<file path="config.mk">
export PLATFORM = sky130hd
export DESIGN_NAME = socetlib_countdown_flat
export DESIGN_NICKNAME = d
export VERILOG_FILES = /design/src/rtl/socetlib_countdown_if.sv /design/src/rtl/socetlib_countdown.sv /design/src/flat_wrapper.sv
export SDC_FILE = /design/constraint.sdc
export NUM_CORES = 1
export LEC_CHECK = 0
export BUFFER_PORTS_ARGS = -buffer_cell sky130_fd_sc_hd__buf_2
export CAP_MARGIN = 20
export CORE_MARGIN = 2
export CORE_UTILIZATION = 35
export CTS_CLUSTER_DIAMETER = 50
export DETAILED_ROUTE_END_ITERATION = 8
export HOLD_SLACK_MARGIN = 0.15
export PLACE_DENSITY = 0.59
export SYNTH_ARGS = -nofsm -noshare
export SYNTH_HDL_FRONTEND = slang
export SYNTH_SLANG_ARGS = --single-unit
</file>
<file path="constraint.sdc">
create_clock -name CLK -period 5 [get_ports CLK]
set_input_delay 0.25 -clock CLK [delete_from_list [all_inputs] [get_ports CLK]]
set_output_delay 0.25 -clock CLK [all_outputs]
set_load 0.01 [all_outputs]
</file>
<file path="src/rtl/socetlib_countdown_if.sv">
// rtl/socetlib_countdown_if.sv - load/count/expiry signal bundle for socetlib_countdown
interface socetlib_countdown_if #(
  parameter int NBITS = 32
);
  logic             clear;
  logic             load_valid;
  logic             load_ready;
  logic [NBITS-1:0] load_val;
  logic             periodic;
  logic             count_enable;
  logic [NBITS-1:0] count_out;
  logic             busy;
  logic             expire;
  logic             irq;
  logic             irq_clear;

  modport master (
    output clear, load_valid, load_val, periodic, count_enable, irq_clear,
    input  load_ready, count_out, busy, expire, irq
  );

  modport slave (
    input  clear, load_valid, load_val, periodic, count_enable, irq_clear,
    output load_ready, count_out, busy, expire, irq
  );
endinterface

</file>
<file path="src/rtl/socetlib_countdown.sv">
// rtl/socetlib_countdown.sv - loadable one-shot/periodic down-counter with expire pulse and sticky irq
module socetlib_countdown #(
  parameter int NBITS = 32
) (
  input logic                 CLK,
  input logic                 RST,
  socetlib_countdown_if.slave cif
);
  typedef enum logic {IDLE = 1'b0, RUN = 1'b1} state_t;

  localparam logic [NBITS-1:0] ONE  = {{(NBITS-1){1'b0}}, 1'b1};
  localparam logic [NBITS-1:0] ZERO = '0;

  state_t           state, state_n;
  logic [NBITS-1:0] count, count_n;
  logic [NBITS-1:0] reload, reload_n;
  logic             mode, mode_n;
  logic             expire_r, expire_n;
  logic             irq_r, irq_n;
  logic             load_ok;

  assign cif.load_ready = (state == IDLE) && !cif.clear && !RST;
  assign cif.count_out  = count;
  assign cif.busy       = (state == RUN);
  assign cif.expire     = expire_r;
  assign cif.irq        = irq_r;

  assign load_ok = cif.load_valid && cif.load_ready;

  always_ff @(posedge CLK or posedge RST) begin
    if (RST) begin
      state    <= IDLE;
      count    <= ZERO;
      reload   <= ZERO;
      mode     <= 1'b0;
      expire_r <= 1'b0;
      irq_r    <= 1'b0;
    end else begin
      state    <= state_n;
      count    <= count_n;
      reload   <= reload_n;
      mode     <= mode_n;
      expire_r <= expire_n;
      irq_r    <= irq_n;
    end
  end

  always_comb begin
    state_n  = state;
    count_n  = count;
    reload_n = reload;
    mode_n   = mode;
    expire_n = 1'b0;
    // expire seen this cycle wins over a coincident clear request
    irq_n    = expire_r ? 1'b1 : (cif.irq_clear ? 1'b0 : irq_r);

    if (cif.clear) begin
      state_n = IDLE;
      count_n = ZERO;
    end else begin
      case (state)
        IDLE: begin
          if (load_ok) begin
            reload_n = cif.load_val;
            mode_n   = cif.periodic;
            count_n  = cif.load_val;
            if (cif.load_val != ZERO) state_n  = RUN;
            else                      expire_n = 1'b1;
          end
        end
        RUN: begin
          if (cif.count_enable) begin
            if (count > ONE) begin
              count_n = count - ONE;
            end else begin
              // terminal count: reload in periodic mode, otherwise stop at zero
              expire_n = 1'b1;
              if (mode) begin
                count_n = reload;
              end else begin
                count_n = ZERO;
                state_n = IDLE;
              end
            end
          end
        end
        default: begin
          state_n = IDLE;
          count_n = ZERO;
        end
      endcase
    end
  end
endmodule

</file>
<file path="src/flat_wrapper.sv">
// flat-port wrapper written by rule: the top's interface ports become plain ports
module socetlib_countdown_flat 
#(
  parameter int NBITS = 32
)
  (CLK, RST, cif_clear, cif_load_valid, cif_load_val, cif_periodic, cif_count_enable, cif_irq_clear, cif_load_ready, cif_count_out, cif_busy, cif_expire, cif_irq);
  socetlib_countdown_if #(.NBITS(NBITS)) cif_i ();
  input logic CLK;
  input logic RST;
  input wire logic [$bits(cif_i.clear)-1:0] cif_clear;
  input wire logic [$bits(cif_i.load_valid)-1:0] cif_load_valid;
  input wire logic [$bits(cif_i.load_val)-1:0] cif_load_val;
  input wire logic [$bits(cif_i.periodic)-1:0] cif_periodic;
  input wire logic [$bits(cif_i.count_enable)-1:0] cif_count_enable;
  input wire logic [$bits(cif_i.irq_clear)-1:0] cif_irq_clear;
  output wire logic [$bits(cif_i.load_ready)-1:0] cif_load_ready;
  output wire logic [$bits(cif_i.count_out)-1:0] cif_count_out;
  output wire logic [$bits(cif_i.busy)-1:0] cif_busy;
  output wire logic [$bits(cif_i.expire)-1:0] cif_expire;
  output wire logic [$bits(cif_i.irq)-1:0] cif_irq;
  assign cif_i.clear = cif_clear;
  assign cif_i.load_valid = cif_load_valid;
  assign cif_i.load_val = cif_load_val;
  assign cif_i.periodic = cif_periodic;
  assign cif_i.count_enable = cif_count_enable;
  assign cif_i.irq_clear = cif_irq_clear;
  assign cif_load_ready = cif_i.load_ready;
  assign cif_count_out = cif_i.count_out;
  assign cif_busy = cif_i.busy;
  assign cif_expire = cif_i.expire;
  assign cif_irq = cif_i.irq;
  socetlib_countdown #(.NBITS(NBITS)) u_core (.CLK(CLK), .RST(RST), .cif(cif_i));
endmodule
</file>
==> reports/metrics.csv <==
metric,value,unit
outcome,completed,
Least-Margin Pin Slew,1120,ps
synth warn,0,
Sequential Area,0.00170,mm²
first-pass detailed-route iteration total,5,
combinational group share of total power,0.247,
synthesized area,0.00404,mm²
Clock Skews,6.22,ps
worst skew pair latency,330,ps
Fmax achieved,313,MHz
global routing's busiest layer,met2,
Flop pwr share,0.416,
Total GRT Usage,0.209,
die height,111,µm
Sw Share,0.325,
total wire length,12.9,mm
met1 usage,0.287,
TNS Setup,0,ps
Max Root-Sink Buffers,2,
io pins,75,
"FF+latch count, synth",68,
DP HPWL,8.85,mm
initial antenna violation count,0,
Final setup violation count,0,
CTS tree,built,
post-DR wirelength/cell,20.4,µm
Sink Count,68,
clock-pin slew on the worst setup and hold paths,60,ps
Area Growth Syn to Fin,19.0,%
layout cells sized above 1,0.297,
Final GP Congestion,0.859,
"FFs w/ async S/R, synth",1.00,
CTS resizes,0,
root buf cell,clkbuf_16,
Max-Cap Viols,0,
TritonCTS buffer count,9,
final non-filler cell total,634,
die area,0.0124,mm²
post-synthesis area per instance,9.55,µm²
leak pwr,2.18,nW
vias in the first global route,3643,
Die Span X,111,µm
HP Class,in2reg,
Port Buffers,74,
RSZ-0062 raised after global routing,false,
synth unique cells,59,
hold buffers post-CTS,0,
"Hold Violations, Final",0,
CP Launch Type,flop,
grt ovf,0,
Synth Flop Type,dfrtp_1,
net switching power,0.588,mW
Period minus WS final,3200,ps
Avg Vias per Cell,5.95,
Pwr per Cell Area,377,mW/mm²
CP endpoint kind,flop,
first-pass GRT wire length,20.5,mm
ANT cells,0,
core box area,0.0113,mm²
Power Internal,1.22,mW
postcts setup bufs,0,
largest net degree at the start of global routing,69,
Critical Path AT,3450,ps
Post-DRT Antenna Nets,0,
number of synthesized flops with an enable pin,0,
H-tree Lvls,3,
cell taking the most area after synthesis,dfrtp_1,
register area share after synthesis,0.421,
M3 GR Usage,0.0435,
Inst Count DP,620,
fill count,1147,
vias post-DR,3775,
critical path type,reg2reg,
Initial DRC Count,270,
Starting Density,0.357,
Multi-input gate area,0.00220,mm²
Final Net Count,529,
met2 usage,0.333,
final worst-path cycle share,0.639,
Max VDD drop,0.199,mV
max_slew headroom,0.250,
Syn Inst Count,423,
Synth top area share,0.421,
# rows,39,
clock network fraction of total power,0.338,
CP required,5250,ps
"top cells by area, synth","dfrtp_1 42%, mux2_2 9.2%, a21oi_1 4.6%, nor2_1 4.1%, xor2_1 3.5%",
Reg2Reg Depth,9,
drt drc,0,
hold path depth,2,
CP max FO,22,
max-slew violations,0,
syn nets,464,
-- synth_stat cells, types with 6 or more instances --
cell	number
inv_1	8
a221o_1	6
nor3_1	15
a31oi_1	8
mux2_2	33
and3_1	14
nor4_1	17
clkbuf_1	18
buf_2	6
a21oi_1	37
o21ai_0	15
nand2_1	21
xor2_1	16
nand3_1	13
nor2_1	44
dfrtp_1	68
-- registers in the layout, indices dropped and copies added (netlist names) --
signal / flops
u_core.cif.busy: 1
u_core.cif.count_out: 32
u_core.cif.expire: 1
u_core.cif.irq: 1
u_core.mode: 1
u_core.reload: 32
-- cell usage in the layout, fill, tap and decap left out, drive strengths merged, types with 2 or more instances in the layout --
cell type | Yosys | final
a31oi | 8 | 8
nand3b | 2 | 2
nand3 | 13 | 13
a32oi | 2 | 2
nor3b | 3 | 3
nor3 | 17 | 17
or4 | 2 | 2
clkinv | 0 | 2
dfrtp | 68 | 68
xor2 | 16 | 16
o21bai | 5 | 5
inv | 8 | 8
o31ai | 3 | 3
a211o | 4 | 4
or2 | 2 | 2
nand2 | 21 | 21
nor2 | 45 | 45
a221o | 6 | 6
a311oi | 4 | 4
a211oi | 6 | 6
a21oi | 37 | 37
a22oi | 4 | 4
ha | 2 | 2
nor4 | 18 | 18
a21o | 3 | 3
and3 | 14 | 14
xnor2 | 5 | 5
or3 | 3 | 3
buf | 9 | 81
mux2 | 33 | 33
nor2b | 2 | 2
a311o | 2 | 2
o211ai | 2 | 2
nand4 | 7 | 7
clkbuf | 18 | 11
o21ai | 16 | 16
-- cell families (layout without fill, tap and decap cells) --
kind of cell / Yosys count / after routing / share of synthesized area
AO/OA/AOI/OAI: 111 / 111 / 0.187
flip-flops: 68 / 68 / 0.421
multiplexers: 33 / 33 / 0.0920
AND/OR/NAND/NOR: 153 / 153 / 0.211
buffers and inverters: 35 / 103 / 0.0372
adder cells (fa/ha/maj): 2 / 2 / 0.00619
XOR/XNOR: 21 / 21 / 0.0455
-- metal layers --
layer	share of wire	up-vias	wire length (µm)
li1	-	1705	-
met1	0.44	1891	5630
met2	0.48	157	6190
met3	0.063	22	818
met4	0.023	0	291
met5	0	-	0
-- per-stage QoR --
stage | total power, mW | cell area, µm² | utilization | setup slack (ps) | hold WS [ps]
after CTS | 1.82 | 4810 | 0.425 | 1830 | 154
after global placement | 1.19 | 4540 | 0.401 | 2050 | 436
after global routing | 1.90 | 4810 | 0.425 | 1490 | 160
final | 1.81 | 4810 | 0.425 | 1800 | 155
after detailed placement | 1.20 | 4540 | 0.401 | 1860 | 445
after floorplan | 1.05 | 4040 | - | 2710 | 396
-- power groups by stage --
stage                     Sequential (mW)  Clock (mW)  Combinational [mW]
after global placement              0.756           0               0.438
after floorplan                     0.722           0               0.327
after detailed placement            0.760           0               0.444
final                               0.753       0.612               0.447
after global routing                0.765       0.642               0.493
after CTS                           0.751       0.618               0.447
-- worst max-delay path: stages, from the launching register on --
cell and delay (ps):
dfrtp_1 450, inv_1 110, ha_1 400, nor2_1 90, nor3b_2 360, and4_1 710, buf_4 370, nand3_1 110
a311o_1 360, a21oi_1 140
-- path summary, 6_finish.rpt --
check                                   startpoint                       end  slack (ps)
min reg2reg                      u_core.cif.expire            u_core.cif.irq         440
max                        u_core.cif.count_out[0]   u_core.cif.count_out[0]        1800
max in group asynchronous                      RST  u_core.cif.count_out[16]        4200
min in group asynchronous                      RST         u_core.reload[24]         200
min                                   cif_periodic               u_core.mode         160
max reg2reg                u_core.cif.count_out[0]   u_core.cif.count_out[0]        1800
-- cell type report --
cell class | count | share of cell area
inverter | 8 | 0.00625
clock inverter | 3 | 0.00833
tap | 143 | 0.0372
timing repair buffer | 81 | 0.0880
multi-input combinational | 320 | 0.458
clock buffer | 11 | 0.0484
sequential | 68 | 0.354
No activity file was read; power rests on OpenSTA's default activity.
